**src/rtl/fft_r2_sched.sv**
```systemverilog
// fft_r2_sched: address/control sequencer for an in-place radix-2 DIT FFT
// of N = 2^LOG2N points using a single shared butterfly unit.
//
// Ports:
//   clk, rst          clock, synchronous active-high reset
//   start             launch a transform (sampled only in IDLE)
//   busy, done        status; done pulses for one cycle at completion
//   stage             current stage index
//   rd_en             one butterfly issued this cycle
//   rd_addr_a/b       upper/lower butterfly read addresses
//   tw_idx            twiddle ROM index (W_N^tw_idx)
//   wr_en             butterfly results written this cycle
//   wr_addr_a/b       write-back addresses for y1/y2
//
// state | meaning
// IDLE  | waiting for start
// ISSUE | one butterfly read per cycle for stage s
// DRAIN | no reads; lets the pipeline commit stage s before stage s+1 reads
// DONE  | one-cycle completion pulse

module fft_r2_sched #(
    parameter int unsigned LOG2N    = 3,
    parameter int unsigned PIPE_LAT = 2
) (
    input  logic             clk,
    input  logic             rst,
    input  logic             start,
    output logic             busy,
    output logic             done,
    output logic [3:0]       stage,
    output logic             rd_en,
    output logic [LOG2N-1:0] rd_addr_a,
    output logic [LOG2N-1:0] rd_addr_b,
    output logic [LOG2N-2:0] tw_idx,
    output logic             wr_en,
    output logic [LOG2N-1:0] wr_addr_a,
    output logic [LOG2N-1:0] wr_addr_b
);

    localparam int unsigned DW     = (PIPE_LAT > 1) ? $clog2(PIPE_LAT) : 1;
    localparam logic [DW-1:0] D_LAST = DW'(PIPE_LAT - 1);
    localparam logic [3:0]    S_LAST = 4'(LOG2N - 1);

    typedef enum logic [1:0] {
        ST_IDLE  = 2'd0,
        ST_ISSUE = 2'd1,
        ST_DRAIN = 2'd2,
        ST_DONE  = 2'd3
    } state_t;

    state_t           state_q, state_d;
    logic [3:0]       s_q, s_d;
    logic [LOG2N-2:0] k_q, k_d;
    logic [DW-1:0]    d_q, d_d;

    logic             pipe_en_q [PIPE_LAT];
    logic             pipe_en_d [PIPE_LAT];
    logic [LOG2N-1:0] pipe_a_q  [PIPE_LAT];
    logic [LOG2N-1:0] pipe_a_d  [PIPE_LAT];
    logic [LOG2N-1:0] pipe_b_q  [PIPE_LAT];
    logic [LOG2N-1:0] pipe_b_d  [PIPE_LAT];

    logic [LOG2N-1:0] k_ext, half, pos, grp, addr_a;

    // State and counter registers, plus the write-address delay line.
    always_ff @(posedge clk) begin
        if (rst) begin
            state_q <= ST_IDLE;
            s_q     <= '0;
            k_q     <= '0;
            d_q     <= '0;
            for (int i = 0; i < PIPE_LAT; i++) begin
                pipe_en_q[i] <= 1'b0;
                pipe_a_q[i]  <= '0;
                pipe_b_q[i]  <= '0;
            end
        end else begin
            state_q <= state_d;
            s_q     <= s_d;
            k_q     <= k_d;
            d_q     <= d_d;
            for (int i = 0; i < PIPE_LAT; i++) begin
                pipe_en_q[i] <= pipe_en_d[i];
                pipe_a_q[i]  <= pipe_a_d[i];
                pipe_b_q[i]  <= pipe_b_d[i];
            end
        end
    end

    // Next-state and counter logic.
    always_comb begin
        state_d = state_q;
        s_d     = s_q;
        k_d     = k_q;
        d_d     = d_q;
        unique case (state_q)
            ST_IDLE: begin
                if (start) begin
                    state_d = ST_ISSUE;
                    s_d     = '0;
                    k_d     = '0;
                end
            end
            ST_ISSUE: begin
                k_d = k_q + 1'b1;
                if (&k_q) begin
                    k_d     = '0;
                    d_d     = '0;
                    state_d = ST_DRAIN;
                end
            end
            ST_DRAIN: begin
                d_d = d_q + 1'b1;
                if (d_q == D_LAST) begin
                    if (s_q != S_LAST) begin
                        s_d     = s_q + 4'd1;
                        state_d = ST_ISSUE;
                    end else begin
                        state_d = ST_DONE;
                    end
                end
            end
            ST_DONE: state_d = ST_IDLE;
            default: state_d = ST_IDLE;
        endcase
    end

    // Butterfly addressing: k splits into group (upper bits) and position
    // within the group (low s bits); the pair spans 2*half addresses.
    always_comb begin
        k_ext  = {1'b0, k_q};
        half   = LOG2N'(1) << s_q;
        pos    = k_ext & (half - LOG2N'(1));
        grp    = k_ext >> s_q;
        addr_a = (grp << (s_q + 4'd1)) | pos;
    end

    // Outputs.
    always_comb begin
        busy      = (state_q != ST_IDLE);
        done      = (state_q == ST_DONE);
        stage     = (state_q == ST_IDLE) ? 4'd0 : s_q;
        rd_en     = (state_q == ST_ISSUE);
        rd_addr_a = '0;
        rd_addr_b = '0;
        tw_idx    = '0;
        if (rd_en) begin
            rd_addr_a = addr_a;
            rd_addr_b = addr_a + half;
            // pos < 2^s, so its top bit is always clear here.
            tw_idx    = pos[LOG2N-2:0] << (S_LAST - s_q);
        end
        wr_en     = pipe_en_q[PIPE_LAT-1];
        wr_addr_a = pipe_a_q[PIPE_LAT-1];
        wr_addr_b = pipe_b_q[PIPE_LAT-1];
    end

    // Delay line input side: tap 0 captures this cycle's read.
    always_comb begin
        pipe_en_d[0] = rd_en;
        pipe_a_d[0]  = rd_addr_a;
        pipe_b_d[0]  = rd_addr_b;
        for (int i = 1; i < PIPE_LAT; i++) begin
            pipe_en_d[i] = pipe_en_q[i-1];
            pipe_a_d[i]  = pipe_a_q[i-1];
            pipe_b_d[i]  = pipe_b_q[i-1];
        end
    end

endmodule

```
**config.mk**
```make
export PLATFORM = sky130hd
export DESIGN_NAME = fft_r2_sched
export DESIGN_NICKNAME = d
export VERILOG_FILES = /design/src/rtl/fft_r2_sched.sv
export SDC_FILE = /design/constraint.sdc
export NUM_CORES = 1
export LEC_CHECK = 0
export CORE_MARGIN = 4
export CORE_UTILIZATION = 55
export DETAILED_ROUTE_END_ITERATION = 10
export DONT_BUFFER_PORTS = 1
export MAX_ROUTING_LAYER = met4
export PLACE_DENSITY = 0.79
export SKIP_CTS_REPAIR_TIMING = 1
export SLEW_MARGIN = 30
export SYNTH_ARGS = -nofsm -noshare
export SYNTH_HDL_FRONTEND = slang
export SYNTH_SLANG_ARGS = --single-unit
```
**constraint.sdc**
```tcl
create_clock -name clk -period 4.6 [get_ports clk]
set_input_delay 0.92 -clock clk [delete_from_list [all_inputs] [get_ports clk]]
set_output_delay 0.92 -clock clk [all_outputs]
set_load 0.01 [all_outputs]
```
==> flow_summary.json <==
{
  "cts_buffer_depth": 2,
  "seq_area_um2": 460,
  "ys_ff_latch": 23,
  "die_w_um": 54.9,
  "dp_hpwl_mm": 1.62,
  "setup.worst_path.class": "flop to output port",
  "tightestPinTransition_ps": 511,
  "area_delta_synth_final_pct": -2.79,
  "worstSetupStartpoint": "s_q[0]$_SDFFE_PP0P_",
  "critPathArrivalTime_ps": 3180,
  "gp_congestion": 0.890,
  "status": "completed",
  "wirelength_mm": 2.22,
  "place_ws_ps": 867,
  "fp.dieArea_um2": 3010,
  "start_util_pct": 59.8,
  "p_leak_uw": 0.000459,
  "placed_area_um2": 1150,
  "drv_cap": 0,
  "hold_viol_final": 0,
  "ys_types": 42,
  "dr.first_iter.drc_count": 22,
  "wl_per_cell_um": 14.1,
  "avgSynthCellArea_um2": 8.58,
  "cts.sinks": 23,
  "grt_max_degree": 18,
  "finalClockSkew_ps": 1.98,
  "multi_input_area_um2": 622,
  "synth_flop_cell": "dfxtp_1",
  "num-nets-final": 140,
  "synth_seq_area_share_pct": 38.1,
  "fmax_ghz": 0.244,
  "n_antenna_cell": 0,
  "worstHoldStart": "pipe_a_q[0][0]$_SDFF_PP0_",
  "slew_violations": 0,
  "postSynthCellCount": 141,
  "cts_made_buffers": 3,
  "cts.htree.levels": 1,
  "die_y_um": 54.9,
  "cp_max_fo": 14,
  "whs_ps": 448,
  "via_per_inst": 5.56,
  "worstSetupStartpointType": "flop",
  "grt-ovfl-total": 0,
  "pin_count": 25,
  "drt_pass1_iterations": 4,
  "yosysWarnings": 0,
  "ir_drop_uv": 152,
  "syn_nets": 149,
  "timing.rr.start": "s_q[0]$_SDFFE_PP0P_",
  "rsz0062_at_grt": "no",
  "drc": 0,
  "fp.coreArea_um2": 2020,
  "vias": 878,
  "antenna_found_initial": 0,
  "cts_tree": "yes",
  "min_path_type": "flop to flop",
  "synth_edf_count": 0,
  "grtUsageTotal_pct": 17.9,
  "clk_latency_ps": 300,
  "path_clk_slew_ps": 120,
  "period_share_pct": 89.2,
  "fin_area_um2": 1180,
  "power_uw": 317,
  "cts_root_buf": "clkbuf_4",
  "synth_area_um2": 1210,
  "drive_above_1_share_pct": 7.63,
  "min_period_ps": 4100,
  "grt_pass1_vias": 822,
  "cp_data_required_time_ps": 3680,
  "finalSetupTns_ps": 0,
  "setup_viol": 0,
  "ant_nets": 0,
  "num-fill-cells": 177,
  "rows": 16,
  "slew_headroom_pct": 65.7,
  "synthArstFlopShare_pct": 0,
  "p_per_area_nw_per_um2": 269,
  "numPortBuffers": 0,
  "grt_pass1_wl_mm": 3.72,
  "setup_ws_ps": 497,
  "endpoint_kind": "output port"
}
[final timing paths]
| kind | endpoint | slack, ps | cells past startpoint |
|---|---|---|---|
| worst max-delay path | rd_addr_b[2] | 500 | 10 |
| worst min-delay path | pipe_a_q[0][3]$_SDFF_PP0_ | 450 | 1 |
| worst max register to register | pipe_b_q[0][2]$_SDFF_PP0_ | 1790 | 10 |
| worst min register to register | pipe_a_q[0][3]$_SDFF_PP0_ | 450 | 1 |
[through the flow]
step	instances	util (%)
3_5_place_dp	154	56.9
5_1_grt	158	58.2
3_3_place_gp	154	56.9
2_1_floorplan	141	-
4_1_cts	158	58.2
6_report	158	58.2
[worst max-delay path, stage by stage, from the launching register on]
cell and delay, ps:
dfxtp_1 600, inv_1 210, ha_1 400, inv_1 150, nor4b_4 70, o22ai_2 180
inv_1 60, ha_1 190, fa_1 360, or3_1 390, a21oi_1 260
[kinds of logic after synthesis]
group,synth area share (%)
AOI/OAI and AO/OA,13.4
xor gates and xnor gates,1.45
adders and majority gates,5.79
buffers and inverters,10.5
DFF,38.1
muxes,1.86
and+or+nand+nor,28.9
[layout by cell type (no fill, tap or decap), types with 2 or more instances in the layout]
master,Yosys,routed
nor2_1,16,16
nor2b_1,11,11
a211oi_1,2,2
and2_1,5,5
mux2_2,2,2
nor3_1,4,4
ha_1,4,4
a21oi_1,8,8
or3_1,2,2
inv_1,9,9
nor4_1,2,2
dfxtp_1,23,23
nand2b_1,3,3
clkbuf_4,0,3
a22oi_1,2,2
nand3_1,4,4
o21ai_0,5,5
nand2_1,5,5
[sequential cells by signal (all words and copies together) (netlist names)]
signal and cells:
d_q 1, k_q 2, pipe_a_q 6, pipe_b_q 6
pipe_en_q 2, s_q 4, state_q 2
[layout make-up]
cell class                 instances  area share, %
clock buffer                       4           2.23
inverter                           9           2.87
multi-input combinational         95           52.9
tap                               27           2.87
sequential                        23           39.1
[power breakdown]
| part | total, uW | internal, uW | switching, uW |
|---|---|---|---|
| Sequential | 208 | 203 | 5.00 |
| Clock | 90.2 | 33.8 | 56.4 |
| Combinational | 18.2 | 6.92 | 11.2 |
[cell usage after synthesis, types with 2 or more instances]
| library cell | instances | area (um^2) |
|---|---|---|
| a211oi_1 | 2 | 15.0 |
| a21oi_1 | 8 | 40.0 |
| a22oi_1 | 2 | 15.0 |
| and2_1 | 5 | 31.3 |
| buf_2 | 2 | 10.0 |
| buf_4 | 6 | 45.0 |
| buf_6 | 2 | 22.5 |
| clkbuf_1 | 3 | 11.3 |
| dfxtp_1 | 23 | 460 |
| ha_1 | 4 | 50.1 |
| inv_1 | 9 | 33.8 |
| mux2_2 | 2 | 22.5 |
| nand2_1 | 5 | 18.8 |
| nand2b_1 | 3 | 18.8 |
| nand3_1 | 4 | 20.0 |
| nor2_1 | 16 | 60.1 |
| nor2b_1 | 11 | 68.8 |
| nor3_1 | 4 | 20.0 |
| nor4_1 | 2 | 12.5 |
| o21ai_0 | 5 | 25.0 |
| or3_1 | 2 | 12.5 |
[metal layers]
metal | vias up | GRT usage [%] | part of all wire, %
met3 | 5 | 4.02 | 5.5
li1 | 449 | - | -
met2 | 26 | 27.4 | 45
met5 | - | - | 0
met1 | 398 | 22.3 | 47
met4 | 0 | 8.50 | 2.0
(Power assumes the default switching activity.)
